**src/rtl/imem_arbiter.sv**
```systemverilog
// Arbitrates one single-port instruction memory between CPU fetch and a program loader.
// Latency: grant is combinational in the request cycle; fetch_valid / load_ack follow one cycle later.
// Backpressure: the losing fetch sees fetch_stall; the loader holds load_req until load_grant.
module imem_arbiter (
   input  logic        clk,
   input  logic        rst,
   input  logic        fetch_req,
   input  logic [15:0] fetch_addr,
   output logic        fetch_stall,
   output logic [15:0] fetch_data,
   output logic        fetch_valid,
   input  logic        load_req,
   input  logic        load_we,
   input  logic [15:0] load_addr,
   input  logic [15:0] load_wdata,
   output logic        load_grant,
   output logic        load_ack,
   output logic [15:0] load_rdata,
   output logic        load_err,
   input  logic        load_lock,
   output logic        cpu_halt,
   output logic [12:0] mem_addr,
   output logic        mem_we,
   output logic [15:0] mem_wdata,
   input  logic [15:0] mem_rdata
);

   typedef enum logic [1:0] {IDLE, DRAIN, LOCKED, RELEASE} state_t;

   state_t      state, stateNext;
   logic [2:0]  wcnt;
   logic        grantF, grantL;
   logic        loadInRange;
   logic [12:0] addrHold;
   logic        fetchValidQ, loadAckQ, loadErrQ, loadReadQ, cpuHaltQ;

   assign loadInRange = (load_addr[15:13] == 3'b000);

   // Next-state and grant selection; fetch only ever wins in IDLE, and never under reset.
   always_comb begin
      stateNext = state;
      grantF    = 1'b0;
      grantL    = 1'b0;
      if (!rst) begin
         case (state)
            IDLE: begin
               grantL = load_req && ((wcnt == 3'd4) || !fetch_req);
               grantF = fetch_req && !grantL;
               if (load_lock) stateNext = DRAIN;
            end
            DRAIN: begin
               grantL    = load_req;
               stateNext = LOCKED;
            end
            LOCKED: begin
               grantL = load_req;
               if (!load_lock) stateNext = RELEASE;
            end
            RELEASE: begin
               grantL    = load_req;
               stateNext = IDLE;
            end
            default: stateNext = IDLE;
         endcase
      end
   end

   // Memory port mux; the address parks on the last issued access when nobody is granted.
   always_comb begin
      fetch_stall = fetch_req && !grantF && !rst;
      load_grant  = grantL;
      if (grantL)      mem_addr = load_addr[12:0];
      else if (grantF) mem_addr = fetch_addr[12:0];
      else             mem_addr = addrHold;
      mem_we      = grantL && load_we && loadInRange;
      mem_wdata   = load_wdata;
   end

   // Response outputs; masking with rst drops any response whose grant preceded a reset.
   always_comb begin
      fetch_valid = fetchValidQ && !rst;
      fetch_data  = fetch_valid ? mem_rdata : 16'h0000;
      load_ack    = loadAckQ && !rst;
      load_err    = loadErrQ && !rst;
      load_rdata  = (load_ack && loadReadQ) ? mem_rdata : 16'h0000;
      cpu_halt    = cpuHaltQ;
   end

   // State register.
   always_ff @(posedge clk) begin
      if (rst) state <= IDLE;
      else     state <= stateNext;
   end

   // Loader starvation counter: counts cycles a pending loader request loses, saturating at 4.
   always_ff @(posedge clk) begin
      if (rst || (state == LOCKED) || grantL || !load_req) wcnt <= 3'd0;
      else if (wcnt != 3'd4)                               wcnt <= wcnt + 3'd1;
   end

   // Response tracking for the access issued this cycle, plus registered halt.
   always_ff @(posedge clk) begin
      if (rst) begin
         fetchValidQ <= 1'b0;
         loadAckQ    <= 1'b0;
         loadErrQ    <= 1'b0;
         loadReadQ   <= 1'b0;
         cpuHaltQ    <= 1'b0;
         addrHold    <= 13'd0;
      end else begin
         fetchValidQ <= grantF;
         loadAckQ    <= grantL;
         loadErrQ    <= grantL && !loadInRange;
         loadReadQ   <= grantL && !load_we && loadInRange;
         cpuHaltQ    <= (stateNext != IDLE);
         if (grantL || grantF) addrHold <= mem_addr;
      end
   end

endmodule
```
**config.mk**
```make
export PLATFORM = sky130hd
export DESIGN_NAME = imem_arbiter
export DESIGN_NICKNAME = d
export VERILOG_FILES = /design/src/rtl/imem_arbiter.sv
export SDC_FILE = /design/constraint.sdc
export NUM_CORES = 1
export LEC_CHECK = 0
export BUFFER_PORTS_ARGS = -buffer_cell sky130_fd_sc_hd__buf_2
export CAP_MARGIN = 20
export CORE_MARGIN = 1.5
export CORE_UTILIZATION = 39
export DETAILED_ROUTE_END_ITERATION = 8
export HOLD_SLACK_MARGIN = 0.12
export MAX_ROUTING_LAYER = met4
export PLACE_DENSITY = 0.87
export REMOVE_ABC_BUFFERS = 1
export SLEW_MARGIN = 20
export SYNTH_ARGS = -nofsm -noshare
export SYNTH_HDL_FRONTEND = slang
export SYNTH_SLANG_ARGS = --single-unit
export TNS_END_PERCENT = 10
```
**constraint.sdc**
```tcl
create_clock -name clk -period 2.1 [get_ports clk]
set_input_delay 0.315 -clock clk [delete_from_list [all_inputs] [get_ports clk]]
set_output_delay 0.315 -clock clk [all_outputs]
set_load 0.01 [all_outputs]
```
==> summary.log <==
[synthesis] count of synthesis-stage warnings from yosys 0
[cts] clock tree from TritonCTS yes
[cts] CTS buffer count 3
[detailed_routing] Via Count 1778
[synthesis] number of register bits inferred by synthesis 23
[floorplanning] vertical die dimension 67.7 um
[outcome] outcome finished, final reports clean
[sta] smallest hold slack 212 ps
[cts] root cell of the clock tree sky130_fd_sc_hd__clkbuf_8
[power] switching part of the total 32.1%
[final_layout] sequential cell area 464 sq um
[setup_path] endpoint kind of the worst setup timing path output pin
[setup_path] series of cell instances along the critical path inv_2 > ha_4 > nand3_2 > and2_4 > buf_4 > o311ai_2 > buf_2
[detailed_routing] Via-to-Cell Ratio 5.17
[sta] Final Max Slew Viols 0
[hold_path] hold path cells 2
[floorplanning] number of primary I/O pins 138
[sta] relative slew slack 76.9%
[setup_path] Critical-path top delay cell sky130_fd_sc_hd__dfxtp_2
[sta] Min Clock Period, post-route 2040 ps
[detailed_routing] number of nets still failing antenna checks after routing 0
[detailed_routing] length of the first detailed-routing pass in iterations 4
[setup_path] WP buf/inv 3
[sta] post-route fraction of the period consumed by the critical path 97.1%
[cts] clock sink total 23
[placement] Post-DP HPWL 3730 um
[setup_path] cell family with most CP delay buffers and inverters
[setup_path] Crit path arrival time 1730 ps
[final_layout] FILL cells 337
[power] power per cell area 522 mW/mm^2
[power] combinational share of power 38.3%
[floorplanning] Starting Density 40.8%
[floorplanning] Placement Rows 23
[synthesis] most instantiated flip-flop cell in the synthesis netlist sky130_fd_sc_hd__dfxtp_1
[placement] global placer's final weighted congestion 0.783
[final_layout] layout cells sized above 1 52.4%
[final_layout] most common cell after layout, fill and taps aside sky130_fd_sc_hd__buf_2
[sta] Final setup violation count 0
[synthesis] sequential-to-total area share from yosys stat 28.2%
[cts] H-Tree Depth 1
[synthesis] mean post-synth cell area 8.29 sq um
[power] cell-internal power 0.848 mW
[cts] clock input transition at the sequential cells of the worst setup and hold paths 90 ps
[floorplanning] core region area 0.00400 sq mm
[global_routing] first-pass GRT wire length 7090 um
[synthesis] share of flip-flops with an asynchronous set or reset 0%
[detailed_routing] DRC violation count after routing 0
[synthesis] number of synthesized flops with an enable pin 0
[final_layout] area of the multi-input gates 0.00101 sq mm
[global_routing] total congestion overflow after global routing 0
[detailed_routing] WL final 5130 um
[power] clock power share 21.8%
[detailed_routing] WL per Instance 14.9 um
[sta] fmax 490 MHz
[final_layout] post-synthesis to final-layout area growth 46.7%
[sta] setup clock skew after layout 8.03 ps
[power] share of total power in sequential cells 39.9%
[sta] worst slew pin tran 346 ps
[setup_path] largest stage delay on the critical path 340 ps
[global_routing] number of global-route vias before repair 1623
[power] highest ir drop seen on vdd 0.447 mV
[cts] maximum clock insertion buffer count 2
[power] total power consumption of the routed design 1.25 mW
[final_layout] Antenna Cells 0
[job] total of max-cap violations 0
[setup_path] FF-to-FF End addrHold[1]$_SDFFE_PP0P_
[power] net switching power figure 0.402 mW
[synthesis] synthesized netlist cell count 197
[detailed_routing] Iter 0 DRT Violations 42
[floorplanning] DIE WIDTH 67.7 um
[setup_path] Worst Path Class, Setup reg -> out
[synthesis] Syn Std Cell Area 0.00163 sq mm
[setup_path] worst path required time 1780 ps
[setup_path] R2R Path Start state[1]$_SDFF_PP0_
[floorplanning] area of the die 0.00458 sq mm
[sta] Final Hold Violating Endpoints 0
[synthesis] Cell variety after synth 26
[final_layout] highest-count cells in the layout ignoring fill and taps sky130_fd_sc_hd__buf_2 (102), sky130_fd_sc_hd__inv_1 (27), sky130_fd_sc_hd__dfxtp_1 (20), sky130_fd_sc_hd__nor2b_1 (17), sky130_fd_sc_hd__and3_1 (17)
[cts] latest clock arrival within the worst-skew pair 260 ps
[hold_path] Worst Hold Endpoint loadReadQ$_SDFF_PP0_
[hold_path] hold_sp load_we
[power] static leakage power 1.25 nW
[placement] Port Buffers 102
[setup_path] biggest fanout along the worst timing path 5
[setup_path] crit path launch type register
[setup_path] slack of the worst reg-to-reg path 610 ps
[global_routing] pin count of the biggest net entering global routing 18
[setup_path] worst reg-to-reg path cell count 5
[hold_path] path class of the lowest-slack min-delay path in -> reg
[global_routing] all-layer global routing usage 21.1%
[final_layout] count of nets after finishing 367
[global_routing] number of antenna violations at the first check in global routing 0
cell usage after synthesis (2+ instances only):
| cell | instances | area share, % |
|---|---|---|
| sky130_fd_sc_hd__clkbuf_1 | 8 | 1.8 |
| sky130_fd_sc_hd__o311ai_1 | 7 | 3.8 |
| sky130_fd_sc_hd__buf_2 | 2 | 0.61 |
| sky130_fd_sc_hd__nand2_1 | 2 | 0.46 |
| sky130_fd_sc_hd__a311o_1 | 13 | 8.0 |
| sky130_fd_sc_hd__o311ai_2 | 6 | 6.0 |
| sky130_fd_sc_hd__nor2_1 | 6 | 1.4 |
| sky130_fd_sc_hd__buf_4 | 16 | 7.4 |
| sky130_fd_sc_hd__ha_1 | 2 | 1.5 |
| sky130_fd_sc_hd__nor2b_1 | 18 | 6.9 |
| sky130_fd_sc_hd__dfxtp_1 | 23 | 28 |
| sky130_fd_sc_hd__nand3_1 | 14 | 4.3 |
| sky130_fd_sc_hd__buf_6 | 4 | 2.8 |
| sky130_fd_sc_hd__xnor2_1 | 3 | 1.6 |
| sky130_fd_sc_hd__nor3_1 | 2 | 0.61 |
| sky130_fd_sc_hd__inv_1 | 30 | 6.9 |
| sky130_fd_sc_hd__and3_1 | 17 | 6.5 |
| sky130_fd_sc_hd__and2_1 | 16 | 6.1 |
power groups by stage:
stage / clock network [mW] / logic [mW] / registers [mW]
after floorplan: 0 / 0.208 / 0.505
after global placement: 0 / 0.374 / 0.504
after detailed placement: 0 / 0.383 / 0.506
after CTS: 0.278 / 0.424 / 0.496
after global routing: 0.295 / 0.517 / 0.503
final: 0.272 / 0.478 / 0.499
repair_timing:
item	in CTS	in global routing
hold buffers	0	0
cloned	0	0
hold endpoints to repair	0	0
setup buffers	2	4
setup endpoints to repair	13	14
pin swaps	0	2
resized for setup	11	20
worst max path at each step:
stage                               startpoint      endpoint  cells past startpoint
after floorplan            state[1]$_SDFF_PP0_  mem_addr[12]                      3
after global placement               fetch_req   mem_addr[4]                      6
after detailed placement  wcnt[0]$_SDFFE_PP0N_   mem_addr[9]                      7
after CTS                 wcnt[0]$_SDFFE_PP0N_   mem_addr[4]                      7
after global routing      wcnt[0]$_SDFFE_PP0N_   mem_addr[6]                      7
final                     wcnt[1]$_SDFFE_PP0N_   mem_addr[6]                      7
registers in the layout, summed over array words and instances, names as in the netlist:
name	cells
cpu_halt	1
wcnt	3
state	2
fetchValidQ	1
loadReadQ	1
addrHold	13
loadErrQ	1
loadAckQ	1
cell type report:
type	instances	share of cell area, %
Multi-Input combinational cell	114	42.2
Inverter	30	4.86
Clock buffer	3	1.72
Sequential cell	23	19.4
Tap cell	50	2.61
Clock inverter	1	0.209
Timing Repair Buffer	123	29.0
worst reg2reg max path, stage by stage (launching register included):
cell                       delay (ps)
sky130_fd_sc_hd__dfxtp_1          480
sky130_fd_sc_hd__nor2b_2          110
sky130_fd_sc_hd__buf_4            180
sky130_fd_sc_hd__a311o_1          400
sky130_fd_sc_hd__o311ai_4         100
sky130_fd_sc_hd__nor2b_1          170
through the flow:
stage	std cells	area (sq um)	utilization (%)	worst slack (ps)	setup TNS, ps
finish	344	2400	59.9	59.9	0
global route	344	2400	59.9	-6.05	-6.05
CTS	340	2260	56.4	9.50	0
detailed placement	334	2110	52.8	196	0
global placement	334	2110	52.8	207	0
floorplan	167	1430	-	-85.8	-680
logic make-up after synthesis:
| kind of cell | count (synthesis) | synth area share (%) |
|---|---|---|
| DFF | 23 | 28.2 |
| and+or+nand+nor | 81 | 29.8 |
| adders and majority gates | 2 | 1.53 |
| AOI/OAI and AO/OA | 28 | 19.4 |
| xor gates and xnor gates | 3 | 1.61 |
| buffers and inverters | 60 | 19.5 |
routing by layer:
metal / routed length [um] / global-route usage, % / vias up
li1: - / - / 847
met1: 1930 / 22.8 / 819
met2: 2670 / 37.9 / 108
met3: 508 / 6.17 / 4
met4: 23 / 4.59 / 0
met5: 0 / - / -
Note: power is estimated with default switching activity, not from simulation.
